### src/rtl/fetch_ctrl.sv
// fetch_ctrl: owns the PC, issues 1-cycle-latency fetch requests and queues responses for decode.
module fetch_ctrl #(
  parameter logic [15:0] RESET_PC    = 16'h0000,
  parameter int          QUEUE_DEPTH = 2
) (
  input  logic        clk,
  input  logic        rst_n,
  output logic        fetch_en,
  output logic [15:0] fetch_addr,
  input  logic        fetch_ready,
  input  logic [15:0] fetch_instr,
  input  logic [15:0] fetch_pc,
  input  logic        redirect_valid,
  input  logic [15:0] redirect_pc,
  input  logic        halt,
  output logic        dec_valid,
  output logic [15:0] dec_instr,
  output logic [15:0] dec_pc,
  input  logic        dec_ready
);
  localparam int AW = $clog2(QUEUE_DEPTH);
  localparam int CW = AW + 1;
  localparam logic [CW:0] QD = (CW+1)'(QUEUE_DEPTH);
  logic [15:0] pc_q, pc_d;
  logic [CW-1:0] count_q, count_d;
  logic [AW-1:0] wr_q, wr_d, rd_q, rd_d;
  logic inflight_q, push, pop;
  logic [CW:0] credit;
  logic [15:0] instr_mem [QUEUE_DEPTH];
  logic [15:0] pc_mem [QUEUE_DEPTH];
  // credit counts queued entries plus the outstanding response, less the slot freed this cycle
  always_comb begin
    dec_valid = (count_q != '0) & ~redirect_valid;
    pop = dec_valid & dec_ready;
    push = fetch_ready & ~redirect_valid;
    credit = {1'b0, count_q} + (CW+1)'(inflight_q) - (CW+1)'(pop);
    fetch_en = rst_n & ~halt & ~redirect_valid & (credit < QD);
    fetch_addr = pc_q;
    dec_instr = (count_q != '0) ? instr_mem[rd_q] : 16'h0000;
    dec_pc = (count_q != '0) ? pc_mem[rd_q] : 16'h0000;
    pc_d = redirect_valid ? (redirect_pc & 16'hFFFE) : fetch_en ? pc_q + 16'd2 : pc_q;
    count_d = redirect_valid ? '0 : count_q + CW'(push) - CW'(pop);
    wr_d = redirect_valid ? '0 : wr_q + AW'(push);
    rd_d = redirect_valid ? '0 : rd_q + AW'(pop);
  end
  always_ff @(posedge clk or negedge rst_n) begin
    if (!rst_n) begin
      pc_q <= RESET_PC & 16'hFFFE;
      count_q <= '0;
      wr_q <= '0;
      rd_q <= '0;
      inflight_q <= 1'b0;
    end else begin
      pc_q <= pc_d;
      count_q <= count_d;
      wr_q <= wr_d;
      rd_q <= rd_d;
      inflight_q <= fetch_en;
    end
  end
  always_ff @(posedge clk) begin
    if (push) begin
      instr_mem[wr_q] <= fetch_instr;
      pc_mem[wr_q] <= fetch_pc;
    end
  end
endmodule

### config.mk
export PLATFORM = sky130hd
export DESIGN_NAME = fetch_ctrl
export DESIGN_NICKNAME = d
export VERILOG_FILES = /design/src/rtl/fetch_ctrl.sv
export SDC_FILE = /design/constraint.sdc
export NUM_CORES = 1
export LEC_CHECK = 0
export BUFFER_PORTS_ARGS = -buffer_cell sky130_fd_sc_hd__buf_2
export CORE_UTILIZATION = 56
export DETAILED_ROUTE_END_ITERATION = 10
export PLACE_DENSITY = 0.84
export SYNTH_ARGS = -nofsm -noshare
export SYNTH_HDL_FRONTEND = slang
export SYNTH_SLANG_ARGS = --single-unit
### constraint.sdc
create_clock -name clk -period 8.1 [get_ports clk]
set_clock_uncertainty 0.05 [all_clocks]
set_input_delay 0.405 -clock clk [delete_from_list [all_inputs] [get_ports clk]]
set_output_delay 0.405 -clock clk [all_outputs]
set_load 0.01 [all_outputs]
==> flow_summary.toml <==
[clock_tree]
cts_buffers = 9
clk_latency_ns = 0.34
clockBufferDepth = 2
clock-sinks = 84
cts_resized = 0
h-tree-depth = 3
post_cts_buffers = 0
clk_pin_slew_worst_paths_ns = 0.08
cts_tree = "built"
holdBufCountCts = 1
clockRootBuffer = "clkbuf_8"

[finish]
antenna_cells = 0
area_growth_pct = 22.3
fillCellCount = 423
layout-drive-gt1-share = 0.334
final_cells = 449
nets = 430
utilization = 0.729

[global_routing]
grt_pass1_vias = 2326
antenna_found_initial = 0
track_usage = 0.216
grt_max_degree = 34
grt_pass1_wl_mm = 10.7
overflow = 0

[critical_path]
worstPathMaxFanout = 33
rrSetupSlack_ns = 4.62
worst_ep_required_time_ns = 7.65
regToRegStartpoint = "count_q[1]"
cp.arrival_ns = 3.37
worst_r2r_endpoint = "fetch_addr[9]"
worstSetupPathType = "reg -> out"
cp-startpoint = "count_q[1]"
cpPeakStageDelay_ns = 0.51
cp.depth = 11
r2r_cells = 11
critPathBufInv = 3
endpoint = "fetch_en"
crit_family = "simple AND/OR/NAND/NOR gates"
cp_slowest_cell = "fa_1"
start_kind = "flip-flop"
end_kind = "output pin"
crit_chain = "nor2_2 > buf_4 > nor2_1 > and2_1 > ha_1 > nand2b_1 > fa_1 > and4bb_4 > nand2_2 > inv_1 > buf_2"

[logic_synthesis]
syn_area_mm2 = 0.00363
yosysMostFrequentCell = "edfxtp_1"
netlist.area_leader.share = 0.529
ys_top_cells_by_area = "edfxtp_1 (53%), dfrtp_1 (14%), mux2i_1 (9.1%)"
yosys-top-cells-count = "edfxtp_1 (64), nor2_1 (42), mux2i_1 (33), dfrtp_1 (20), nand2_1 (13)"
ys_ff_latch = 84
synth_edf_count = 64
yosysUniqueCellTypes = 42
async_flop_share = 0.238
ys.flop_type = "edfxtp_1"
synth_cells = 265
synth-seq-area-share = 0.667
synth_fp_nets = 326
yosysWarningCount = 0
avgSynthCellArea_um2 = 13.7
yosys.area.top_type = "edfxtp_1"

[sta]
slew_violations = 0
finalCriticalPeriod_ns = 3.83
hold_viol = 0
fin_crit_sh = 0.473
tns_ns = 0
fmax_mhz = 261
rsz0062_at_grt = "no"
maxSlewHeadroom = 0.344
setup_viol = 0
worst_pin_slew_ns = 0.984

[pwr]
p_leak_nw = 1.83
power_density_mw_per_mm2 = 237
irDropWorstVdd_mv = 0.161

[die]
initial_core_util = 0.596
core_area_mm2 = 0.00610
dieArea_mm2 = 0.00681
num_rows = 28
die_h_um = 82.5
die_w_um = 82.5
ios = 104

[detailed_routing]
avgViaCountPerCell = 5.53
route.detailed.drc = 0
ant_nets = 0
wl_per_cell_um = 15.9
drt-initial-drc-count = 153
drtPass1Iterations = 5
vias = 2481
wl_mm = 7.14

[outcome]
status = "finished, final reports clean"

[min_path]
holdPathStages = 1
hold_class = "in -> reg"

[place]
dp_cells = 432
place.gp.congestion = 0.811
port_buffers = 101
dp_hpwl_mm = 4.78

[run]
max_cap_viol_count = 0
-- state kept, by name, indices dropped and copies added, names as in the netlist --
name	count
instr_mem	32
inflight_q	1
count_q	2
fetch_addr	15
wr_q	1
pc_mem	32
rd_q	1
-- layout make-up --
class / count / area [um2] / share of cell area
inverter: 8 / 30.0 / 0.00676
multi-input combinational: 161 / 1120 / 0.252
tap: 75 / 93.8 / 0.0211
clock inverter: 6 / 111 / 0.0251
sequential: 84 / 2420 / 0.546
timing repair buffer: 105 / 538 / 0.121
clock buffer: 10 / 128 / 0.0287
-- worst min-delay path by stage --
stage                start       endpoint  slack (ns)
2_1_floorplan        rst_n     count_q[0]        0.06
3_3_place_gp         rst_n  fetch_addr[2]        0.34
3_5_place_dp         rst_n  fetch_addr[2]        0.34
4_1_cts        fetch_pc[4]   pc_mem[1][4]        0.19
5_1_grt        fetch_pc[4]   pc_mem[0][4]        0.19
6_report       fetch_pc[4]   pc_mem[1][4]        0.21
-- power by group --
group	switching (mW)	internal [mW]	total, mW
clock	0.146	0.206	0.352
combinational	0.0973	0.0822	0.180
sequential	0.0334	0.489	0.523
total	0.277	0.778	1.05
-- metrics by stage --
stage               worst slack [ns]  hold WS (ns)  cell area, um2  total power [mW]
floorplan                       5.14        0.0594            3630             0.637
global placement                4.65         0.341            4190             0.705
detailed placement              4.63         0.344            4190             0.713
CTS                             4.24         0.189            4440              1.06
global route                    4.04         0.185            4440              1.10
finish                          4.27         0.205            4440              1.05
-- placed cells by master, fill, tap and decap left out, types with 3 or more instances in the layout --
master     netlist  layout
buf_2            3     101
edfxtp_1        64      64
nor2_1          42      41
mux2i_1         33      33
dfrtp_1         20      19
nand2_1         13      13
o21ai_0         10      10
clkbuf_8         0       9
inv_1            8       8
a221o_1          7       7
nand3_1          6       6
ha_1             6       6
o311ai_0         4       4
xor2_1           3       3
nand4_1          3       3
o211ai_1         3       3
nor3_1           3       3
bufinv_16        0       3
buf_4            2       3
-- cell families (layout without fill, tap and decap cells) --
group / count (synthesis) / count (layout) / synth area share
other cells: 1 / 1 / 0.00103
buf+inv: 20 / 129 / 0.0258
simple gates: 83 / 83 / 0.108
flops: 84 / 84 / 0.667
compound gates: 31 / 31 / 0.0641
fa+ha+maj: 7 / 7 / 0.0262
mux: 33 / 33 / 0.0910
xor+xnor: 6 / 6 / 0.0165
-- layer usage --
| metal | track usage | routed length [um] | up-vias |
|---|---|---|---|
| met5 | 0 | 0 | - |
| met4 | 0.0845 | 68 | 0 |
| met3 | 0.0484 | 411 | 8 |
| met1 | 0.275 | 2880 | 1195 |
| met2 | 0.360 | 3770 | 88 |
| li1 | - | - | 1190 |
No activity file was read; power rests on OpenSTA's default activity.
